### src/rtl/seq_shift_add_multiplier_if.sv
// Start/busy/done handshake and operand/product bus for the shift-add multiplier.
interface seq_shift_add_multiplier_if #(
    parameter int WIDTH = 4
);
    logic                 start;
    logic [WIDTH-1:0]     multiplicand;
    logic [WIDTH-1:0]     multiplier;
    logic                 busy;
    logic                 done;
    logic [2*WIDTH-1:0]   product;

    modport master (
        output start, multiplicand, multiplier,
        input  busy, done, product
    );

    modport slave (
        input  start, multiplicand, multiplier,
        output busy, done, product
    );
endinterface

### src/rtl/seq_shift_add_multiplier.sv
// Unsigned shift-and-add multiplier: one partial product per clock, WIDTH iterations.
// state | meaning
// IDLE  | waiting for start; product holds last result
// RUN   | iterating, one add/shift per edge
// DONE  | one-cycle done pulse, product freshly updated
module seq_shift_add_multiplier #(
    parameter int WIDTH = 4
) (
    input  logic                        clk,
    input  logic                        reset,
    seq_shift_add_multiplier_if.slave   bus
);
    localparam int CW = $clog2(WIDTH) + 1;

    typedef enum logic [1:0] {
        IDLE,
        RUN,
        DONE
    } state_t;

    state_t              state_q, state_d;
    logic [WIDTH-1:0]    m_q, m_d;
    logic [WIDTH-1:0]    a_q, a_d;
    logic [WIDTH-1:0]    q_q, q_d;
    logic                c_q, c_d;
    logic [CW-1:0]       cnt_q, cnt_d;
    logic [2*WIDTH-1:0]  prod_q, prod_d;
    logic [WIDTH:0]      sum;

    // Full-width add keeps the carry-out; it becomes the accumulator MSB after the shift.
    always_comb begin
        if (q_q[0]) begin
            sum = {1'b0, a_q} + {1'b0, m_q} + {{WIDTH{1'b0}}, c_q};
        end else begin
            sum = {1'b0, a_q};
        end
    end

    always_comb begin
        state_d = state_q;
        m_d     = m_q;
        a_d     = a_q;
        q_d     = q_q;
        c_d     = c_q;
        cnt_d   = cnt_q;
        prod_d  = prod_q;
        case (state_q)
            IDLE: begin
                if (bus.start) begin
                    m_d     = bus.multiplicand;
                    q_d     = bus.multiplier;
                    a_d     = '0;
                    c_d     = 1'b0;
                    cnt_d   = CW'(WIDTH);
                    state_d = RUN;
                end
            end
            RUN: begin
                c_d   = 1'b0;
                a_d   = sum[WIDTH:1];
                q_d   = {sum[0], q_q[WIDTH-1:1]};
                cnt_d = cnt_q - CW'(1);
                if (cnt_q == CW'(1)) begin
                    prod_d  = {sum[WIDTH:1], sum[0], q_q[WIDTH-1:1]};
                    state_d = DONE;
                end
            end
            DONE: begin
                state_d = IDLE;
            end
            default: begin
                state_d = IDLE;
            end
        endcase
    end

    always_ff @(posedge clk) begin
        if (reset) begin
            state_q <= IDLE;
            m_q     <= '0;
            a_q     <= '0;
            q_q     <= '0;
            c_q     <= 1'b0;
            cnt_q   <= '0;
            prod_q  <= '0;
        end else begin
            state_q <= state_d;
            m_q     <= m_d;
            a_q     <= a_d;
            q_q     <= q_d;
            c_q     <= c_d;
            cnt_q   <= cnt_d;
            prod_q  <= prod_d;
        end
    end

    assign bus.busy    = (state_q == RUN);
    assign bus.done    = (state_q == DONE);
    assign bus.product = prod_q;
endmodule

### src/flat_wrapper.sv
// flat-port wrapper written by rule: the top's interface ports become plain ports
module seq_shift_add_multiplier_flat 
#(
    parameter int WIDTH = 4
)
  (clk, reset, bus_start, bus_multiplicand, bus_multiplier, bus_busy, bus_done, bus_product);
  seq_shift_add_multiplier_if #(.WIDTH(WIDTH)) bus_i ();
  input  logic clk;
  input  logic reset;
  input wire logic [$bits(bus_i.start)-1:0] bus_start;
  input wire logic [$bits(bus_i.multiplicand)-1:0] bus_multiplicand;
  input wire logic [$bits(bus_i.multiplier)-1:0] bus_multiplier;
  output wire logic [$bits(bus_i.busy)-1:0] bus_busy;
  output wire logic [$bits(bus_i.done)-1:0] bus_done;
  output wire logic [$bits(bus_i.product)-1:0] bus_product;
  assign bus_i.start = bus_start;
  assign bus_i.multiplicand = bus_multiplicand;
  assign bus_i.multiplier = bus_multiplier;
  assign bus_busy = bus_i.busy;
  assign bus_done = bus_i.done;
  assign bus_product = bus_i.product;
  seq_shift_add_multiplier #(.WIDTH(WIDTH)) u_core (.clk(clk), .reset(reset), .bus(bus_i));
endmodule
### config.mk
export PLATFORM = sky130hd
export DESIGN_NAME = seq_shift_add_multiplier_flat
export DESIGN_NICKNAME = d
export VERILOG_FILES = /design/src/rtl/seq_shift_add_multiplier_if.sv /design/src/rtl/seq_shift_add_multiplier.sv /design/src/flat_wrapper.sv
export SDC_FILE = /design/constraint.sdc
export NUM_CORES = 1
export LEC_CHECK = 0
export ABC_AREA = 1
export CORE_ASPECT_RATIO = 1.1
export CORE_MARGIN = 1
export CORE_UTILIZATION = 41
export DETAILED_ROUTE_END_ITERATION = 12
export PLACE_DENSITY = 0.61
export SLEW_MARGIN = 20
export SYNTH_ARGS = -nofsm -noshare
export SYNTH_HDL_FRONTEND = slang
export SYNTH_SLANG_ARGS = --single-unit
### constraint.sdc
create_clock -name clk -period 1.8 [get_ports clk]
set_input_delay 0.36 -clock clk [delete_from_list [all_inputs] [get_ports clk]]
set_output_delay 0.36 -clock clk [all_outputs]
set_load 0.005 [all_outputs]
# Word-level counts from Yosys, hierarchy flattened
# Index checks and enable logic that the tools add are counted.
[word_totals]
reg_bits = 26
input_bits = 11
output_inout_bits = 10
[classes]
add_sub_neg = 3
eq_ne = 5
muxes = 12
reduce_logical = 6
[op_table]
columns = ["cell", "n"]
rows = [
  ["4-bit case mux with 2 select lines", 2],
  ["4-bit two-way mux", 2],
  ["2-bit AND reduction", 4],
  ["3-bit case mux with 2 select lines", 1],
  ["4-bit by 4-bit adder with 5-bit output", 1],
  ["5-bit by 1-bit adder with 5-bit output", 1],
  ["5-bit two-way mux", 1],
  ["2-bit two-way mux", 2],
  ["2-bit case mux with 2 select lines", 1],
  ["3-bit by 1-bit == test with 1-bit output (second input constant)", 1],
  ["3-bit two-way mux", 1],
  ["3-bit by 1-bit subtractor with 3-bit output (second input constant)", 1],
  ["2-bit by 1-bit == test with 1-bit output (second input constant)", 1],
  ["2-bit == test (second input constant)", 1],
  ["2-bit zero test", 1],
  ["2-bit by 1-bit inequality test with 1-bit output (second input constant)", 1],
  ["2-bit inequality test (second input constant)", 1],
  ["1-bit case mux with 2 select lines", 1],
  ["2-bit nonzero test", 1],
  ["1-bit two-way mux", 1],
]

# Logic depth before layout (Yosys ltp)
[logic_depth]
word_depth = 4
mapped_depth = 8
mapped_depth_nobuf = 8

# Worst setup path after synthesis
# OpenSTA, ideal clock, no wires.
[synth_timing]
kind = "register to register"
startpoint = "register u_core.a_q[0]"
endpoint = "register u_core.a_q[1]"
t_arrival_ps = 1357
required_ps = 1671
path_slack_ps = 314
stages_incl_launch_ff = 6
path_buffers = 0
cell_sequence = "dfxtp_1 -> ha_1 -> fa_1 -> xor2_1 -> o21ai_0 -> o22ai_2"
[synth_between]
elab_chain_cells = 4
[synth_lines]
columns = ["item", "line_no", "source"]
rows = [
  ["from (decl)", "seq_shift_add_multiplier.sv:23", "logic [WIDTH-1:0] a_q, a_d;"],
  ["from (signal assigned)", "seq_shift_add_multiplier.sv:81", "a_q <= '0;"],
  ["from (signal assigned)", "seq_shift_add_multiplier.sv:89", "a_q <= a_d;"],
  ["4-bit by 4-bit adder with 5-bit output", "seq_shift_add_multiplier.sv:33", "sum = {1'b0, a_q} + {1'b0, m_q} + {{WIDTH{1'b0}}, c_q};"],
  ["5-bit by 1-bit adder with 5-bit output", "seq_shift_add_multiplier.sv:33", ""],
  ["5-bit two-way mux", "seq_shift_add_multiplier.sv:32", "if (q_q[0]) begin"],
  ["4-bit case mux with 2 select lines", "seq_shift_add_multiplier.sv:47", "case (state_q)"],
]
# Every way passes these cells.
# A chain may end at the register's enable or synchronous reset.

# Worst setup path in the final report
[layout_timing]
startpoint = "register u_core.state_q[0]"
endpoint = "output bus_busy"
[layout_between]
elab_chain_cells = 1
[layout_lines]
columns = ["item", "line_no", "source"]
rows = [
  ["from (decl)", "seq_shift_add_multiplier.sv:21", "state_t state_q, state_d;"],
  ["from (signal assigned)", "seq_shift_add_multiplier.sv:87", "state_q <= state_d;"],
  ["2-bit by 1-bit == test with 1-bit output", "seq_shift_add_multiplier.sv:97", "assign bus.busy = (state_q == RUN);"],
  ["to (decl)", "flat_wrapper.sv:13", "output wire logic [$bits(bus_i.busy)-1:0] bus_busy;"],
]
# Every way passes these cells.

==> results.py <==
metrics = {
    "floorplan": {
        "dieArea_um2": 3170,
        "fp.coreArea_um2": 2780,
        "io_pins": 21,
        "rows": 20,
        "dieWidth_um": 53.8,
        "die_h_um": 58.9,
        "start_util": 0.435,
    },
    "setup_path": {
        "path_max_fanout": 2,
        "path_delay_family": "buffers and inverters",
        "endpoint_kind": "primary output",
        "path_cells": "inv_2 > nor2_4 > clkdlybuf4s50_1",
        "arrival_ns": 1.36,
        "cpPeakStageDelay_ns": 0.50,
        "critPathKind": "reg2out",
        "start_kind": "register",
        "cp_num_buf_inv": 2,
        "crit_slowest_cell": "clkdlybuf4s50_1",
        "cp.required_ns": 1.44,
    },
    "placement": {
        "dpl_cell_area_um2": 1480,
        "routabilityCongestion": 0.824,
        "port_buffers": 20,
        "dpl.hpwl_mm": 2.05,
    },
    "layout": {
        "layout_common_cells": "dfxtp_1, nand2_1, clkdlybuf4s50_1, nor2_1, nand3_1",
        "nFillCells": 278,
        "area_growth_syn_to_layout_pct": 25.1,
        "fin_area_um2": 1510,
        "n_antenna_cell": 0,
        "final_common_cell": "dfxtp_1",
        "drive_above_1_share": 0.143,
        "nets": 194,
    },
    "cts": {
        "cts_tree": "yes",
        "clk_pin_slew_worst_paths_ns": 0.14,
        "ctsLongestPathBuffers": 2,
        "root_buffer": "clkbuf_4",
        "clk_latency_ns": 0.32,
        "clock_sinks": 25,
        "cts_hold_buf": 0,
        "htree_levels": 1,
        "cts_made_buffers": 3,
    },
    "timing": {
        "finalHoldViolCount": 0,
        "worstMarginPinSlew_ns": 0.310,
        "finalCriticalPeriod_ns": 1.72,
        "setup_viol": 0,
        "max_freq_ghz": 0.582,
        "slew_headroom": 0.791,
        "rsz0062_at_grt": "false",
        "setup_tns_ns": 0,
        "finalMaxSlewViolations": 0,
        "clock_skew_ns": 0.00685,
        "fin_crit_sh": 0.955,
    },
    "grt": {
        "grt_max_degree": 17,
        "grt_pass1_wl_mm": 4.48,
        "grt_overflow": 0,
        "grt_pass1_vias": 1075,
        "grt_usage": 0.196,
        "antenna_found_initial": 0,
    },
    "logic_synthesis": {
        "synth_cell_types": 26,
        "ys.warnings.count": 0,
        "synth_top_cell_by_area": "dfxtp_1",
        "ys_ff_latch": 25,
        "avgSynthCellArea_um2": 8.11,
        "synth-seq-area-share": 0.414,
        "netlist_area_um2": 1210,
        "synthTopCellsByArea": "dfxtp_1, nand3_1, nand2_1, ha_1, nor2_1",
        "yosysTopAreaCellShare": 0.414,
        "syn_inst": 149,
        "syn-num-nets": 167,
    },
    "route": {
        "firstDrtPassIters": 4,
        "viasPerCell": 5.02,
        "drt-wirelength-per-cell_um": 12.6,
        "drtAntennaViolNets": 0,
        "drt_wl_total_mm": 2.61,
        "first_iter_violations": 9,
        "vias": 1045,
        "drcViolationCount": 0,
    },
    "outcome": {
        "status": "finished clean",
    },
    "power": {
        "total_power_mw": 1.10,
        "p_per_area_nw_per_um2": 727,
        "p_leak_nw": 0.659,
        "peakVddDrop_uv": 376,
    },
    "hold_path": {
        "hold_class": "reg2reg",
    },
    "job": {
        "timing.max_cap.violations": 0,
    },
}
[Yosys cell counts (all sizes together)]
master  number
a211oi       2
a21oi        5
buf          1
clkbuf       1
clkinv       1
dfxtp       25
fa           1
ha           6
inv         21
nand2       23
nand3       17
nor2        22
o211ai       1
o21ai       16
o221ai       2
o22ai        3
xor2         2
[stage by stage]
| stage | setup slack (ns) | hold slack [ns] | util | cells |
|---|---|---|---|---|
| finish | 0.0817 | 0.476 | 0.544 | 208 |
| global route | 0.0135 | 0.507 | 0.544 | 208 |
| CTS | 0.0256 | 0.482 | 0.544 | 208 |
| detailed placement | 0.192 | 0.461 | 0.532 | 203 |
| global placement | 0.252 | 0.461 | 0.532 | 203 |
| floorplan | 0.314 | 0.429 | - | 149 |
[repair_timing]
item | in CTS | in global routing
gates resized for setup | 0 | 1
setup endpoints to repair | 1 | 1
pin swaps | 1 | 0
buffers inserted | 1 | 0
[final timing paths]
kind / from / endpoint / slack [ns] / cells past startpoint
min reg2reg: u_core.bus.product[0] / u_core.bus.product[0] / 0.48 / 2
max: u_core.state_q[0] / bus_busy / 0.08 / 3
min: u_core.bus.product[0] / u_core.bus.product[0] / 0.48 / 2
max reg2reg: u_core.a_q[0] / u_core.a_q[1] / 0.17 / 5
[state kept, by name (all words and copies together), names as in the netlist]
signal	cells
u_core.a_q	4
u_core.bus.product	8
u_core.cnt_q	3
u_core.m_q	4
u_core.q_q	4
u_core.state_q	2
[routing by layer]
metal	wire [µm]	GRT usage	part of all wire	vias up
met5	0	0	0	-
met4	27	0.0789	0.010	0
met3	55	0.0310	0.021	4
met2	1320	0.330	0.50	12
met1	1210	0.242	0.46	487
li1	-	-	-	542
[power by group]
group	total [mW]	internal, mW	switching, mW
registers	0.617	0.589	0.0283
clock network	0.253	0.0867	0.166
logic	0.229	0.101	0.128
[cell families (layout without fill, tap and decap cells)]
family,count (synthesis),count (layout),synth area share
buffers and inverters,24,50,0.0818
and+or+nand+nor,62,62,0.261
xor gates and xnor gates,2,2,0.0145
adders and majority gates,7,7,0.0787
AOI/OAI and AO/OA,29,29,0.150
DFF,25,25,0.414
[tightest hold or removal path, stage by stage (launching register included)]
cell and delay (ns):
dfxtp_1 0.33, nand3_1 0.07, nand2_1 0.05
[cell type report]
type	instances	area, µm²	share of cell area
multi-input cells	100	609	0.403
flip-flops and latches	25	502	0.332
well taps	33	41.3	0.0273
clock buffers	4	26.3	0.0174
repair buffers	24	243	0.161
inverters	22	90.1	0.0596
No activity file was read; power rests on OpenSTA's default activity.
